===== config.mk =====
export PLATFORM = sky130hd
export DESIGN_NAME = clock_mirror_seq
export DESIGN_NICKNAME = d
export VERILOG_FILES = /design/src/rtl/clock_mirror_pkg.sv /design/src/rtl/mirror_phase_gen.sv /design/src/rtl/clock_mirror_seq.sv
export SDC_FILE = /design/constraint.sdc
export NUM_CORES = 1
export LEC_CHECK = 0
export ABC_CLOCK_PERIOD_IN_PS = 3600
export BUFFER_PORTS_ARGS = -buffer_cell sky130_fd_sc_hd__buf_2
export CELL_PAD_IN_SITES_DETAIL_PLACEMENT = 0
export CELL_PAD_IN_SITES_GLOBAL_PLACEMENT = 1
export CORE_ASPECT_RATIO = 1.25
export CORE_MARGIN = 2
export CORE_UTILIZATION = 40
export CTS_BUF_LIST = sky130_fd_sc_hd__clkbuf_8
export CTS_CLUSTER_DIAMETER = 150
export DETAILED_ROUTE_END_ITERATION = 8
export PLACE_DENSITY = 0.86
export SYNTH_ARGS = -nofsm -noshare
export SYNTH_HDL_FRONTEND = slang
export SYNTH_SLANG_ARGS = --single-unit

===== constraint.sdc =====
create_clock -name clock -period 3.6 [get_ports clock]
set_input_delay 0.72 -clock clock [delete_from_list [all_inputs] [get_ports clock]]
set_output_delay 0.72 -clock clock [all_outputs]
set_load 0.02 [all_outputs]

===== src/rtl/clock_mirror_pkg.sv =====
`default_nettype none
// ============================================================================
//  Package     : clock_mirror_pkg
//  Description : Shared types and defaults for the clock mirror DDR data-pair
//                generator (clock_mirror_seq and mirror_phase_gen).
//                - state_e   : mirror FSM states
//                - DIV_W_DEF : default width of the divide selector
//                - CNT_W_DEF : default width of burst length / period counter
//                - FULL_RATE : div value meaning "one clock per mirror period"
//  Revision    : 1.0 - initial release
// ============================================================================
package clock_mirror_pkg;

  localparam int DIV_W_DEF = 4;
  localparam int CNT_W_DEF = 16;
  localparam int FULL_RATE = 0;

  typedef enum logic [1:0] {
    IDLE = 2'd0,
    RUN  = 2'd1,
    STOP = 2'd2
  } state_e;

endpackage : clock_mirror_pkg
`default_nettype wire


===== src/rtl/mirror_phase_gen.sv =====
`default_nettype none
// ============================================================================
//  Module      : mirror_phase_gen
//  Description : Phase counter, period-boundary flag and next-cycle D0/D1
//                pattern for the clock mirror.
//  Ports       :
//    clock_i     in   fabric clock
//    reset_i     in   asynchronous active-high reset
//    load_i      in   restart the phase counter at 0 on this edge
//    adv_i       in   advance the phase counter on this edge
//    div_cur_i   in   divide value governing the cycle now being emitted
//    div_nxt_i   in   divide value governing the next emitted cycle
//    inv_nxt_i   in   phase inversion governing the next emitted cycle
//    boundary_o  out  the cycle now being emitted is the last of its period
//    d0_nxt_o    out  D0 for the next cycle (ungated)
//    d1_nxt_o    out  D1 for the next cycle (ungated)
//  Revision    : 1.0 - initial release
// ============================================================================
module mirror_phase_gen
  import clock_mirror_pkg::*;
#(
  parameter int DIV_W = DIV_W_DEF
) (
  input  logic             clock_i,
  input  logic             reset_i,
  input  logic             load_i,
  input  logic             adv_i,
  input  logic [DIV_W-1:0] div_cur_i,
  input  logic [DIV_W-1:0] div_nxt_i,
  input  logic             inv_nxt_i,
  output logic             boundary_o,
  output logic             d0_nxt_o,
  output logic             d1_nxt_o
);

  // One extra bit: a period of 2*d clocks needs phase values up to 2*d-1.
  localparam int PH_W = DIV_W + 1;

  logic [PH_W-1:0] ph_q;
  logic [PH_W-1:0] ph_d;
  logic [PH_W-1:0] w_last;
  logic            w_high;

  assign w_last     = {div_cur_i, 1'b0} - PH_W'(1);
  // At full rate every clock is a complete period.
  assign boundary_o = (div_cur_i == DIV_W'(FULL_RATE)) || (ph_q == w_last);

  always_comb begin
    ph_d = ph_q;
    if (load_i || (adv_i && boundary_o)) begin
      ph_d = '0;
    end else if (adv_i) begin
      ph_d = ph_q + PH_W'(1);
    end
  end

  // Pattern is evaluated on the phase the next cycle will carry, so the
  // registered pin value lines up with the phase counter.
  assign w_high = (ph_d < {1'b0, div_nxt_i});

  always_comb begin
    if (div_nxt_i == DIV_W'(FULL_RATE)) begin
      d0_nxt_o = ~inv_nxt_i;
      d1_nxt_o = inv_nxt_i;
    end else begin
      d0_nxt_o = w_high ^ inv_nxt_i;
      d1_nxt_o = w_high ^ inv_nxt_i;
    end
  end

  always_ff @(posedge clock_i or posedge reset_i) begin
    if (reset_i) begin
      ph_q <= '0;
    end else begin
      ph_q <= ph_d;
    end
  end

endmodule : mirror_phase_gen
`default_nettype wire


===== src/rtl/clock_mirror_seq.sv =====
`default_nettype none
// ============================================================================
//  Module      : clock_mirror_seq
//  Description : Per-cycle DDR data-pair generator feeding an ODDR2 clock
//                mirror (C0 = clock, C1 = clock_180). Emits a gated,
//                optionally divided, burst-capable copy of clock. Start, stop
//                and divide changes only take effect at mirror period
//                boundaries; the pin always parks low.
//  Config      : MIRROR_PHASE_INV_EN - adds input phase_inv, latched with
//                div_sel; when set the emitted pair is inverted/swapped.
//  Ports       :
//    clock       in   fabric clock (also C0 of the mirror stage)
//    reset       in   asynchronous active-high reset
//    enable      in   1 = run, 0 = finish current period and park low
//    div_sel     in   0 = full rate, d>0 = period of 2*d clocks
//    burst_len   in   0 = continuous, n>0 = stop after n periods
//    phase_inv   in   (MIRROR_PHASE_INV_EN only) invert emitted phase
//    d0          out  mirror D0 (first half of clock period)
//    d1          out  mirror D1 (second half of clock period)
//    running     out  1 while in RUN or STOP
//    done        out  one-clock pulse on entry to IDLE
//    period_cnt  out  complete periods since last start (saturating)
//  Revision    : 1.0 - initial release
// ============================================================================
module clock_mirror_seq
  import clock_mirror_pkg::*;
#(
  parameter int DIV_W = DIV_W_DEF,
  parameter int CNT_W = CNT_W_DEF
) (
  input  logic             clock,
  input  logic             reset,
  input  logic             enable,
  input  logic [DIV_W-1:0] div_sel,
  input  logic [CNT_W-1:0] burst_len,
`ifdef MIRROR_PHASE_INV_EN
  input  logic             phase_inv,
`endif
  output logic             d0,
  output logic             d1,
  output logic             running,
  output logic             done,
  output logic [CNT_W-1:0] period_cnt
);

  state_e           state_q, state_d;
  logic [DIV_W-1:0] div_q, div_d;
  logic [CNT_W-1:0] burst_q, burst_d;
  logic [CNT_W-1:0] cnt_q, cnt_d;
  logic             arm_q, arm_d;
  logic             d0_q, d0_d;
  logic             d1_q, d1_d;
  logic             run_q, run_d;
  logic             done_q, done_d;
  logic             inv_q, inv_d;

  logic             w_active;
  logic             w_start;
  logic             w_boundary;
  logic             w_relatch;
  logic             w_burst_hit;
  logic [CNT_W-1:0] w_cnt_inc;
  logic             w_d0_nxt;
  logic             w_d1_nxt;
  logic             w_inv_src;

`ifdef MIRROR_PHASE_INV_EN
  assign w_inv_src = phase_inv;
`else
  assign w_inv_src = 1'b0;
`endif

  assign w_active    = (state_q != IDLE);
  // arm_q blocks a self-repeating burst: after a burst ends with enable
  // still high, enable must be seen low before another start.
  assign w_start     = (state_q == IDLE) && enable && arm_q;
  assign w_cnt_inc   = (&cnt_q) ? cnt_q : cnt_q + CNT_W'(1);
  assign w_burst_hit = (burst_q != '0) && (w_cnt_inc == burst_q);

  always_comb begin
    state_d   = state_q;
    burst_d   = burst_q;
    cnt_d     = cnt_q;
    arm_d     = arm_q;
    done_d    = 1'b0;
    w_relatch = 1'b0;
    case (state_q)
      IDLE: begin
        if (!enable) begin
          arm_d = 1'b1;
        end
        if (w_start) begin
          state_d   = RUN;
          burst_d   = burst_len;
          cnt_d     = '0;
          w_relatch = 1'b1;
        end
      end
      RUN: begin
        if (w_boundary) begin
          cnt_d     = w_cnt_inc;
          w_relatch = 1'b1;
          if (!enable || w_burst_hit) begin
            state_d = IDLE;
            done_d  = 1'b1;
            arm_d   = !(w_burst_hit && enable);
          end
        end else if (!enable) begin
          state_d = STOP;
        end
      end
      STOP: begin
        // A raised enable does not cancel the stop; it restarts from IDLE.
        if (w_boundary) begin
          cnt_d   = w_cnt_inc;
          state_d = IDLE;
          done_d  = 1'b1;
          arm_d   = !(w_burst_hit && enable);
        end
      end
      default: begin
        state_d = IDLE;
      end
    endcase
  end

  // Divide ratio and inversion are only picked up on start or at a boundary,
  // so a period in flight never changes shape.
  assign div_d = w_relatch ? div_sel   : div_q;
  assign inv_d = w_relatch ? w_inv_src : inv_q;

  assign run_d = (state_d != IDLE);
  assign d0_d  = run_d & w_d0_nxt;
  assign d1_d  = run_d & w_d1_nxt;

  mirror_phase_gen #(
    .DIV_W (DIV_W)
  ) u_phase_gen (
    .clock_i    (clock),
    .reset_i    (reset),
    .load_i     (w_start),
    .adv_i      (w_active),
    .div_cur_i  (div_q),
    .div_nxt_i  (div_d),
    .inv_nxt_i  (inv_d),
    .boundary_o (w_boundary),
    .d0_nxt_o   (w_d0_nxt),
    .d1_nxt_o   (w_d1_nxt)
  );

  always_ff @(posedge clock or posedge reset) begin
    if (reset) begin
      state_q <= IDLE;
      div_q   <= '0;
      burst_q <= '0;
      cnt_q   <= '0;
      arm_q   <= 1'b1;
      d0_q    <= 1'b0;
      d1_q    <= 1'b0;
      run_q   <= 1'b0;
      done_q  <= 1'b0;
      inv_q   <= 1'b0;
    end else begin
      state_q <= state_d;
      div_q   <= div_d;
      burst_q <= burst_d;
      cnt_q   <= cnt_d;
      arm_q   <= arm_d;
      d0_q    <= d0_d;
      d1_q    <= d1_d;
      run_q   <= run_d;
      done_q  <= done_d;
      inv_q   <= inv_d;
    end
  end

  assign d0         = d0_q;
  assign d1         = d1_q;
  assign running    = run_q;
  assign done       = done_q;
  assign period_cnt = cnt_q;

endmodule : clock_mirror_seq
`default_nettype wire

==> results of run 1 <==
-- kinds of logic (layout without fill, tap and decap cells) --
group	Yosys count	after routing	share of synthesized area
DFF	49	49	0.3558
buffers and inverters	42	84	0.05150
and+or+nand+nor	190	190	0.2894
muxes	8	8	0.02321
adders and majority gates	10	10	0.03627
AOI/OAI and AO/OA	99	99	0.1941
xor gates and xnor gates	18	18	0.04969
-- routing by layer --
metal  track usage  routed length [um]
met5             0                   0
met4       0.07924                 213
met1        0.2734                4174
met3       0.03067                 531
met2        0.3190                4253
-- cells in the mapped netlist, types with 4 or more instances --
library cell / n / area (um^2)
a211oi_1: 6 / 45.04
buf_2: 7 / 35.03
nand4_1: 10 / 62.56
xnor2_1: 7 / 61.31
nand2_1: 85 / 319.1
a21oi_1: 27 / 135.1
o21a_1: 4 / 30.03
o21ai_0: 15 / 75.07
ha_1: 10 / 125.1
nor4_1: 9 / 56.30
and3_1: 8 / 50.05
dfrtp_1: 48 / 1201
nor2b_1: 6 / 37.54
mux2i_1: 8 / 80.08
clkbuf_1: 12 / 45.04
a31oi_1: 5 / 31.28
xor2_1: 10 / 87.58
o31ai_1: 9 / 67.56
nor2_1: 14 / 52.55
inv_1: 18 / 67.56
and2_1: 4 / 25.02
nor3_1: 13 / 65.06
nand3_1: 13 / 65.06
nand2b_1: 5 / 31.28
-- critical path: stages, from the launching register on --
cell and delay (ns):
dfrtp_1 0.44, inv_1 0.09, ha_1 0.17, xnor3_1 0.39, nand4_1 0.20, o21ai_1 0.16, a21oi_2 0.32, mux2i_1 0.30
ha_1 0.27, nor3_1 0.16, nor2_1 0.07, a31oi_1 0.23, nor2b_1 0.09, xnor2_1 0.13, and2_1 0.15
-- flip-flops by register name (all words and copies together) (netlist names) --
name              count
inv_q                 1
state_q               2
div_q                 4
burst_q              16
d0                    1
running               1
u_phase_gen.ph_q      5
done                  1
d1                    1
arm_q                 1
period_cnt           16
-- stage by stage --
step,instances,power (mW)
final,555,2.789
after detailed placement,547,2.447
after global routing,555,3.039
after CTS,555,2.795
after floorplan,416,1.993
after global placement,547,2.407
-- power by group --
part	switching (mW)	total [mW]	internal [mW]
Combinational	0.898	1.53	0.635
Sequential	0.203	0.923	0.720
Clock	0.199	0.334	0.135
Total	1.30	2.79	1.49
-- cell type report --
cell class	instances	area (um^2)	share of cell area
Timing Repair Buffer	58	330.3	0.08500
Clock inverter	3	17.52	0.004507
Clock buffer	5	68.82	0.01771
Multi-Input combinational cell	325	2053	0.5283
Tap cell	97	121.4	0.03123
Inverter	18	67.56	0.01739
Sequential cell	49	1227	0.3158
-- repair_timing --
action / in CTS / in global routing
setup endpoints to repair: 0 / 2
buffers inserted: 0 / 0
gates resized for setup: 0 / 2
-- how the worst min path moves through the flow --
| stage | from | slack [ns] | endpoint |
|---|---|---|---|
| 3_3_place_gp | burst_q[0]$_DFFE_PP0P_ | 0.52 | burst_q[0]$_DFFE_PP0P_ |
| 6_report | inv_q$_DFF_PP0_ | 0.54 | inv_q$_DFF_PP0_ |
| 4_1_cts | burst_q[8]$_DFFE_PP0P_ | 0.55 | burst_q[8]$_DFFE_PP0P_ |
| 2_1_floorplan | burst_q[6]$_DFFE_PP0P_ | 0.48 | burst_q[6]$_DFFE_PP0P_ |
| 5_1_grt | inv_q$_DFF_PP0_ | 0.56 | inv_q$_DFF_PP0_ |
| 3_5_place_dp | burst_q[8]$_DFFE_PP0P_ | 0.52 | burst_q[8]$_DFFE_PP0P_ |
==> impl_results.md, run 1 <==
* Dpl cell area at 3796 um^2
* CTS Hold Bufs at 0
* Row Count at 37
* HP Class: register to register
* Number of global-route vias before repair at 3029
* Gpl congestion at 0.9107
* Worst Hold Depth at 2
* Clk Latency, worst-skew pair at 0.32 ns
* Clock-pin slew on the worst setup and hold paths at 0.10 ns
* Req. time, crit path at 3.82 ns
* Register area share after synthesis at 0.3558
* Fmax at 0.3060 GHz
* Critical path class: register to register
* Final worst setup slack at 0.3320 ns
* RSZ-0062 raised after global routing: false
* Largest net degree at the start of global routing at 50
* Worst R2R Path Depth at 14
* Mapped Cells at 416
* Crit path launch type: register
* Setup TNS at 0 ns
* Post-layout min period at 3.268 ns
* CTS tree: yes
* Commonest non-fill, non-tap cell in the layout: nand2_1
* Flop2flop setup slack at 0.33 ns
* Worst-case clock buffer depth at 2
* Total number of vias at 3292
* Number of distinct library cells after synthesis at 62
* Grt ovf at 0
* Core box area at 8287 um^2
* Die H at 107.8 um
* Prevailing post-synth register cell: dfrtp_1
* First-pass GRT wire length at 14780 um
* YS warnings at 0
* Setup Skew at 0.01151 ns
* Fin. Hold Viols at 0
* Initial Util at 0.4163
* Final wirelength at 9173 um
* Fill cells at 794
* Clock sink count at 49
* Layout area overhead at 12.66%
* Tightest Pin Transition at 1.010 ns
* Die area at 9387 um^2
* Antenna Cells at 0
* CTS buffer count at 5
* Vias per cell at 5.932
* Final core occ at 0.4690
* Initial antenna violation count at 0
* Syn_area_per_cell at 8.292 um^2
* Worst IR Drop VDD at 0.2769 mV
* Clock root cell: clkbuf_8
* Final Max Slew Viols at 0
* Power Dens Cells at 717.7 nW/um^2
* Final Setup Violations at 0
* Mapped Area at 3450 um^2
* Max_slew headroom at 0.3259
* R2r endpoint: d0$_DFF_PP0_
* Final period utilization at 0.9078
* Die extent in x at 87.06 um
* Syn nets at 449
* Data arrival, critical path at 3.48 ns
* #FFs+latches synth at 49
* Endpoint class of the critical path: register
* Gr usage total at 0.2013
* Final Net Count at 490
* Post-synth EDFFs at 0
* Post-route ant nets at 0
* Avg WL per Cell at 16.53 um
* Iteration-0 DRC Markers at 335
* Min Hold Slack at 0.5437 ns
* Setup crit end: d0$_DFF_PP0_
* Max-cap violations at 0
* CP Max Fanout at 5
* Commonest cells after routing, fill and taps aside: 85 x nand2_1, 48 x dfrtp_1, 42 x buf_2
* # IOs at 43
* Place WS at 0.1591 ns
* Detailed placer's ending HPWL at 6700 um
* CP startpoint: div_q[0]$_DFF_PP0_
* Drc violations at 0
* 1st-pass router iterations at 5
* Async SR Flop Fraction at 1.000
* H-tree Lvls at 2
* Leakage at 1.827 nW
* Fin area at 3886 um^2
* Status: complete, no violations
* Worst R2R Start: div_q[0]$_DFF_PP0_
* Fraction of layout cells with a size suffix above 1 at 0.1834
* Input/output buffers at 42
Power figures use the tool's default switching activity.
==> inputs of run 2 (changes only) <==
BUFFER_PORTS_ARGS = default   (was -buffer_cell sky130_fd_sc_hd__buf_2)
DONT_BUFFER_PORTS = 1   (was default)
PLACE_DENSITY = 0.81   (was 0.86)
==> run 2 against run 1 <==
  * Clock skew shrank 0.0023 ns
  * Setup slack is essentially flat
  * Maximum frequency hardly changed
  * Via count decreased by 2.5%
  * Final area is 3.3% lower
  * Wire length rose by 2.7%
  * Critical endpoint is now d1$_DFF_PP0_
==> impl_results.md, run 2 (synthesized netlist as in run 1, its figures left out) <==
* Final Net Count at 455 (-7.1%)
* Layout area overhead at 8.923%
* Total number of vias at 3211 (-2.5%)
* Worst R2R Start: div_q[0]$_DFF_PP0_
* Gr usage total at 0.2112 (+0.009816)
* Fmax at 0.3060 GHz (about the same)
* Max stage delay on crit path at 0.43 ns (about the same)
* RSZ-0062 raised after global routing: false
* Worst R2R Path Depth at 14 (unchanged)
* Switching power share of the total at 0.4586 (-0.007595)
* Top delay family on crit path: compound AO/OA/AOI/OAI gates
* CTS buffer count at 5 (unchanged)
* Critical path's most frequent cell: ha_1
* Largest net degree at the start of global routing at 50 (unchanged)
* Final period utilization at 0.9077 (about the same)
* HP Class: input port to register
* Post-CTS sizing at 0 (unchanged)
* Min-delay src: burst_len[2]
* Pwr Total at 2.836 mW (+1.7%)
* Number of global-route vias before repair at 3097 (+2.2%)
* Iteration-0 DRC Markers at 259 (-23%)
* Clock sink count at 49 (unchanged)
* Die H at 107.8 um (unchanged)
* Fin. Hold Viols at 0 (unchanged)
* Worst Hold Depth at 2 (unchanged)
* Fill cells at 814 (+2.5%)
* Placed cell count at 512 (-6.4%)
* Worst IR Drop VDD at 0.3709 mV (+34%)
* Critical path class: register to register
* Row Count at 37 (unchanged)
* Die area at 9387 um^2 (unchanged)
* Die extent in x at 87.06 um (unchanged)
* Fraction of layout cells with a size suffix above 1 at 0.1158 (-0.06757)
* Leakage at 1.682 nW (-7.9%)
* First-pass GRT wire length at 15690 um (+6.2%)
* Final Max Slew Viols at 0 (unchanged)
* Setup TNS at 0 ns (unchanged)
* Slowest-stage cell, CP: dfrtp_1
* CP cell instances: inv_1 > ha_1 > xnor3_1 > nand4_1 > o21ai_1 > a21oi_2 > mux2i_1 > ha_1 > nor3_1 > nor2_1 > a31oi_1 > nand2_1 > xnor2_1 > and2_1
* Avg WL per Cell at 18.11 um (+9.6%)
* Data arrival, critical path at 3.49 ns (about the same)
* Flop2flop setup slack at 0.33 ns (about the same)
* Initial antenna violation count at 0 (unchanged)
* Non-Filler Instances at 520 (-6.3%)
* Req. time, crit path at 3.82 ns (about the same)
* Final core occ at 0.4534 (-0.01555)
* Seq. cell area at 1227 um^2 (unchanged)
* 1st-pass router iterations at 5 (unchanged)
* Detailed placer's ending HPWL at 6945 um (+3.7%)
* Drc violations at 0 (unchanged)
* CTS tree: yes
* Max_slew headroom at 0.3094 (-0.01645)
* Power Dens Cells at 754.7 nW/um^2 (+5.2%)
* Post-layout min period at 3.268 ns (-0.00007900 ns)
* Switch Pwr at 1.300 mW (about the same)
* Area of the multi-input gates at 2053 um^2 (unchanged)
* # IOs at 43 (unchanged)
* Clk Latency, worst-skew pair at 0.32 ns (about the same)
* Clock root cell: clkbuf_8
* Tightest Pin Transition at 1.034 ns (+0.02464 ns)
* Post-route ant nets at 0 (unchanged)
* R2r endpoint: d1$_DFF_PP0_
* Min Hold Slack at 0.5032 ns (-0.04055 ns)
* Worst-case clock buffer depth at 2 (unchanged)
* CP Max Fanout at 5 (unchanged)
* CTS Hold Bufs at 0 (unchanged)
* Postcts setup bufs at 0 (unchanged)
* Antenna Cells at 0 (unchanged)
* Final wirelength at 9417 um (+2.7%)
* Initial Util at 0.4163 (unchanged)
* Max-cap violations at 0 (unchanged)
* Cell Int Power at 1.535 mW (+3.1%)
* Clock-pin slew on the worst setup and hold paths at 0.10 ns (about the same)
* Grt ovf at 0 (unchanged)
* Reg power frac at 0.338 (+0.007)
* Commonest cells after routing, fill and taps aside: 85 x nand2_1, 48 x dfrtp_1, 26 x a21oi_1
* Crit path launch type: register
* Gpl congestion at 0.9467 (+4.0%)
* Input/output buffers at 0 (-100%)
* Hold EP: burst_q[2]$_DFFE_PP0P_
* Clock power share at 0.146 (+0.026)
* CP bufs+invs at 1 (unchanged)
* Endpoint class of the critical path: register
* Final Setup Violations at 0 (unchanged)
* Combinational power share at 0.516 (-0.033)
* H-tree Lvls at 2 (unchanged)
* Vias per cell at 6.175 (+4.1%)
* Status: complete, no violations
* Commonest non-fill, non-tap cell in the layout: nand2_1
* Setup Skew at 0.009205 ns (-0.002306 ns)
* Core box area at 8287 um^2 (unchanged)
==> run 2: changes by cell type in the layout (fill, tap and decap cells not counted) <==
cell	delta
clkinv_2	-2
bufinv_16	+1
clkinv_4	+1
buf_2	-42
buf_4	+7
==> run 2: final cells by class <==
type                            instances  area share
Clock buffer                            5     0.01832
Clock inverter                          3     0.01232
Inverter                               18     0.01798
Sequential cell                        49      0.3267
Tap cell                               97     0.03230
Multi-Input combinational cell        325      0.5465
Timing Repair Buffer                   23     0.04595
==> run 2: worst max-delay path by stage <==
stage / startpoint / to / slack, ns / cells after the start
after floorplan: div_q[0]$_DFF_PP0_ / d1$_DFF_PP0_ / 0.52 / 14
after global placement: div_q[0]$_DFF_PP0_ / d1$_DFF_PP0_ / 0.34 / 14
after detailed placement: div_q[0]$_DFF_PP0_ / d1$_DFF_PP0_ / 0.19 / 14
after CTS: div_q[0]$_DFF_PP0_ / d1$_DFF_PP0_ / 0.17 / 14
after global routing: period_cnt[0]$_DFFE_PP0P_ / d0$_DFF_PP0_ / 0.09 / 9
final: div_q[0]$_DFF_PP0_ / d1$_DFF_PP0_ / 0.33 / 14
==> run 2: metrics by stage <==
step / instance area [um^2] / worst slack [ns]
final: 3757 / 0.3321
after global routing: 3757 / 0.09281
after CTS: 3754 / 0.1713
after detailed placement: 3638 / 0.1857
after global placement: 3638 / 0.3407
after floorplan: 3450 / 0.5212
==> run 2: power groups by stage <==
stage	Combinational (mW)	Clock [mW]	Sequential, mW
final	1.46	0.414	0.959
after global routing	1.64	0.446	0.984
after CTS	1.45	0.421	0.956
after detailed placement	1.44	0	0.966
after global placement	1.41	0	0.961
after floorplan	1.08	0	0.916
==> run 2: routing by layer <==
layer,vias up,GRT usage,part of all wire
met3,24,0.03758,0.044
met4,0,0.07924,0.027
li1,1534,-,-
met5,-,0,0
met2,115,0.3391,0.48
met1,1538,0.2808,0.45
==> inputs of run 3 (changes only) <==
PLACE_DENSITY = 0.78   (was 0.81)
==> run 3 against run 2 <==
  * Clock power is 21% lower
  * Combinational power is essentially flat
  * Sequential power is 0.5% higher
  * Setup slack lost 0.017 ns
  * Final area is 1.4% lower
  * Cell count decreased by 0.58%
  * Worst hold slack worse by 0.0016 ns
  * Clock-buffer cell count unchanged
  * Register-to-register slack got worse by 0.02 ns
  * Clock skew decreased by 0.0021 ns
  * Wire length grew 1.1%
  * Via count down 0.81%
  * Largest cell class unchanged
  * Highest routed layer unchanged
==> impl_results.md, run 3 (synthesized netlist as in run 1, its figures left out) <==
* GR Util met2 at 0.3610 (+0.02181)
* Gr usage total at 0.2140 (+0.002846)
* Post-route ant nets at 0 (unchanged)
* Clock sink count at 49 (unchanged)
* Leakage at 1.664 nW (-1.1%)
* Iteration-0 DRC Markers at 250 (-3.5%)
* Clock-pin slew on the worst setup and hold paths at 0.09 ns (about the same)
* Detailed placer's ending HPWL at 7023 um (+1.1%)
* Die area at 9387 um^2 (unchanged)
* # IOs at 43 (unchanged)
* Total number of vias at 3185 (-0.81%)
* Clock root cell: clkbuf_8
* Tightest Pin Transition at 1.070 ns (+0.03573 ns)
* Number of global-route vias before repair at 3128 (+1.0%)
* Final Max Slew Viols at 0 (unchanged)
* M1 GR Usage at 0.2765 (-0.004284)
* Commonest non-fill, non-tap cell in the layout: nand2_1
* Final Setup Violations at 0 (unchanged)
* Commonest cells after routing, fill and taps aside: 85 x nand2_1, 48 x dfrtp_1, 26 x a21oi_1
* CP Max Fanout at 13 (+8)
* Worst-case clock buffer depth at 2 (unchanged)
* Reg power frac at 0.351 (+0.013)
* First-pass GRT wire length at 15700 um (about the same)
* Cell Int Power at 1.447 mW (-5.7%)
* Switching power share of the total at 0.4733 (+0.01467)
* Initial Util at 0.4163 (unchanged)
* Setup TNS at 0 ns (unchanged)
* Status: complete, no violations
* Avg WL per Cell at 18.42 um (+1.7%)
* Critical path class: register to register
* RSZ-0062 raised after global routing: false
* Row Count at 37 (unchanged)
* Final core occ at 0.4472 (-0.006191)
* Antenna Cells at 0 (unchanged)
* CP cell instances: ha_1 > and4_2 > nand4_1 > mux2i_1 > a2111oi_0 > nand4b_1 > nor4_4 > o41ai_2 > and2_1
* Initial antenna violation count at 0 (unchanged)
* Post-layout min period at 3.285 ns (+0.01748 ns)
* Gpl congestion at 0.9163 (-3.2%)
* Core box area at 8287 um^2 (unchanged)
* Data arrival, critical path at 3.49 ns (about the same)
* CTS buffer count at 5 (unchanged)
* Final wirelength at 9522 um (+1.1%)
* Final period utilization at 0.9126 (+0.004857)
* Setup Skew at 0.007143 ns (-0.002062 ns)
* Clock power share at 0.119 (-0.027)
* Die extent in x at 87.06 um (unchanged)
* Die H at 107.8 um (unchanged)
* Req. time, crit path at 3.81 ns (about the same)
* Most Crowded Layer GR: met2
* Max-cap violations at 0 (unchanged)
* Endpoint class of the critical path: register
* Drc violations at 0 (unchanged)
* CTS tree: yes
* Switch Pwr at 1.300 mW (about the same)
* Postcts setup bufs at 0 (unchanged)
* Vias per cell at 6.161 (-0.23%)
* Worst IR Drop VDD at 0.4025 mV (+8.5%)
* Final Net Count at 452 (-0.66%)
* Power Dens Cells at 741.3 nW/um^2 (-1.8%)
* Pwr Total at 2.747 mW (-3.1%)
* HP Class: input port to register
* Crit path launch type: register
* Non-Filler Instances at 517 (-0.58%)
* Placed cell count at 509 (-0.59%)
* H-tree Lvls at 2 (unchanged)
* Combinational power share at 0.530 (+0.014)
* Input/output buffers at 0 (unchanged)
* Slowest-stage cell, CP: a2111oi_0
* Clk Latency, worst-skew pair at 0.32 ns (about the same)
* Max_slew headroom at 0.2856 (-0.02385)
* Layout area overhead at 7.436%
* Largest net degree at the start of global routing at 50 (unchanged)
* Grt ovf at 0 (unchanged)
* Fin. Hold Viols at 0 (unchanged)
* Max stage delay on crit path at 0.49 ns (+0.06 ns)
* 1st-pass router iterations at 5 (unchanged)
* Fmax at 0.3044 GHz (-0.53%)
* Fraction of layout cells with a size suffix above 1 at 0.1095 (-0.006315)
* GR Layer Usage met3 at 0.03374 (-0.003834)
run 3: timing repair:
item,4_1_cts,5_1_grt
hold buffers,0,0
resized for setup,0,3
setup endpoints to repair,0,2
run 3: final timing paths:
path | start | endpoint | slack, ns | cells past startpoint
setup / recovery | period_cnt[0]$_DFFE_PP0P_ | d1$_DFF_PP0_ | 0.31 | 9
max in group asynchronous | reset | d0$_DFF_PP0_ | 2.40 | 1
setup reg to reg | period_cnt[0]$_DFFE_PP0P_ | d1$_DFF_PP0_ | 0.31 | 9
min in group asynchronous | reset | period_cnt[8]$_DFFE_PP0P_ | 0.54 | 1
hold reg to reg | inv_q$_DFF_PP0_ | inv_q$_DFF_PP0_ | 0.54 | 2
hold / removal | burst_len[12] | burst_q[12]$_DFFE_PP0P_ | 0.50 | 2
run 3: critical path: cells and delay by family, from the launching register on:
family,cells,cell delay (ns)
AO/OA/AOI/OAI,2,0.66
adder cells (fa/ha/maj),1,0.36
flip-flops,1,0.36
multiplexers,1,0.19
AND/OR/NAND/NOR,5,1.62
run 3: cell type report:
cell class | instances | area (um^2)
Fill cell | 841 | 4581
Multi-Input combinational cell | 325 | 2057
Sequential cell | 49 | 1227
Timing Repair Buffer | 20 | 150.1
Tap cell | 97 | 121.4
Clock buffer | 5 | 68.82
Inverter | 18 | 67.56
Clock inverter | 3 | 13.76
run 3: power by group through the flow:
| stage | clock network [mW] | registers [mW] | logic (mW) |
|---|---|---|---|
| 2_1_floorplan | 0 | 0.916 | 1.08 |
| 4_1_cts | 0.337 | 0.959 | 1.45 |
| 3_5_place_dp | 0 | 0.970 | 1.43 |
| 3_3_place_gp | 0 | 0.964 | 1.41 |
| 6_report | 0.328 | 0.964 | 1.45 |
| 5_1_grt | 0.354 | 0.993 | 1.64 |
run 3: per-layer routing:
metal	wire length (um)	part of all wire
met4	174	0.018
met1	4066	0.43
met3	480	0.050
met2	4801	0.50
met5	0	0
run 3: per-stage QoR:
step	worst slack [ns]	hold slack, ns	instance area (um^2)
final	0.3146	0.5015	3706
after global routing	0.02396	0.4994	3706
after CTS	0.1370	0.4978	3699
after detailed placement	0.1858	0.5251	3616
after global placement	0.3388	0.5221	3616
after floorplan	0.5212	0.4817	3450
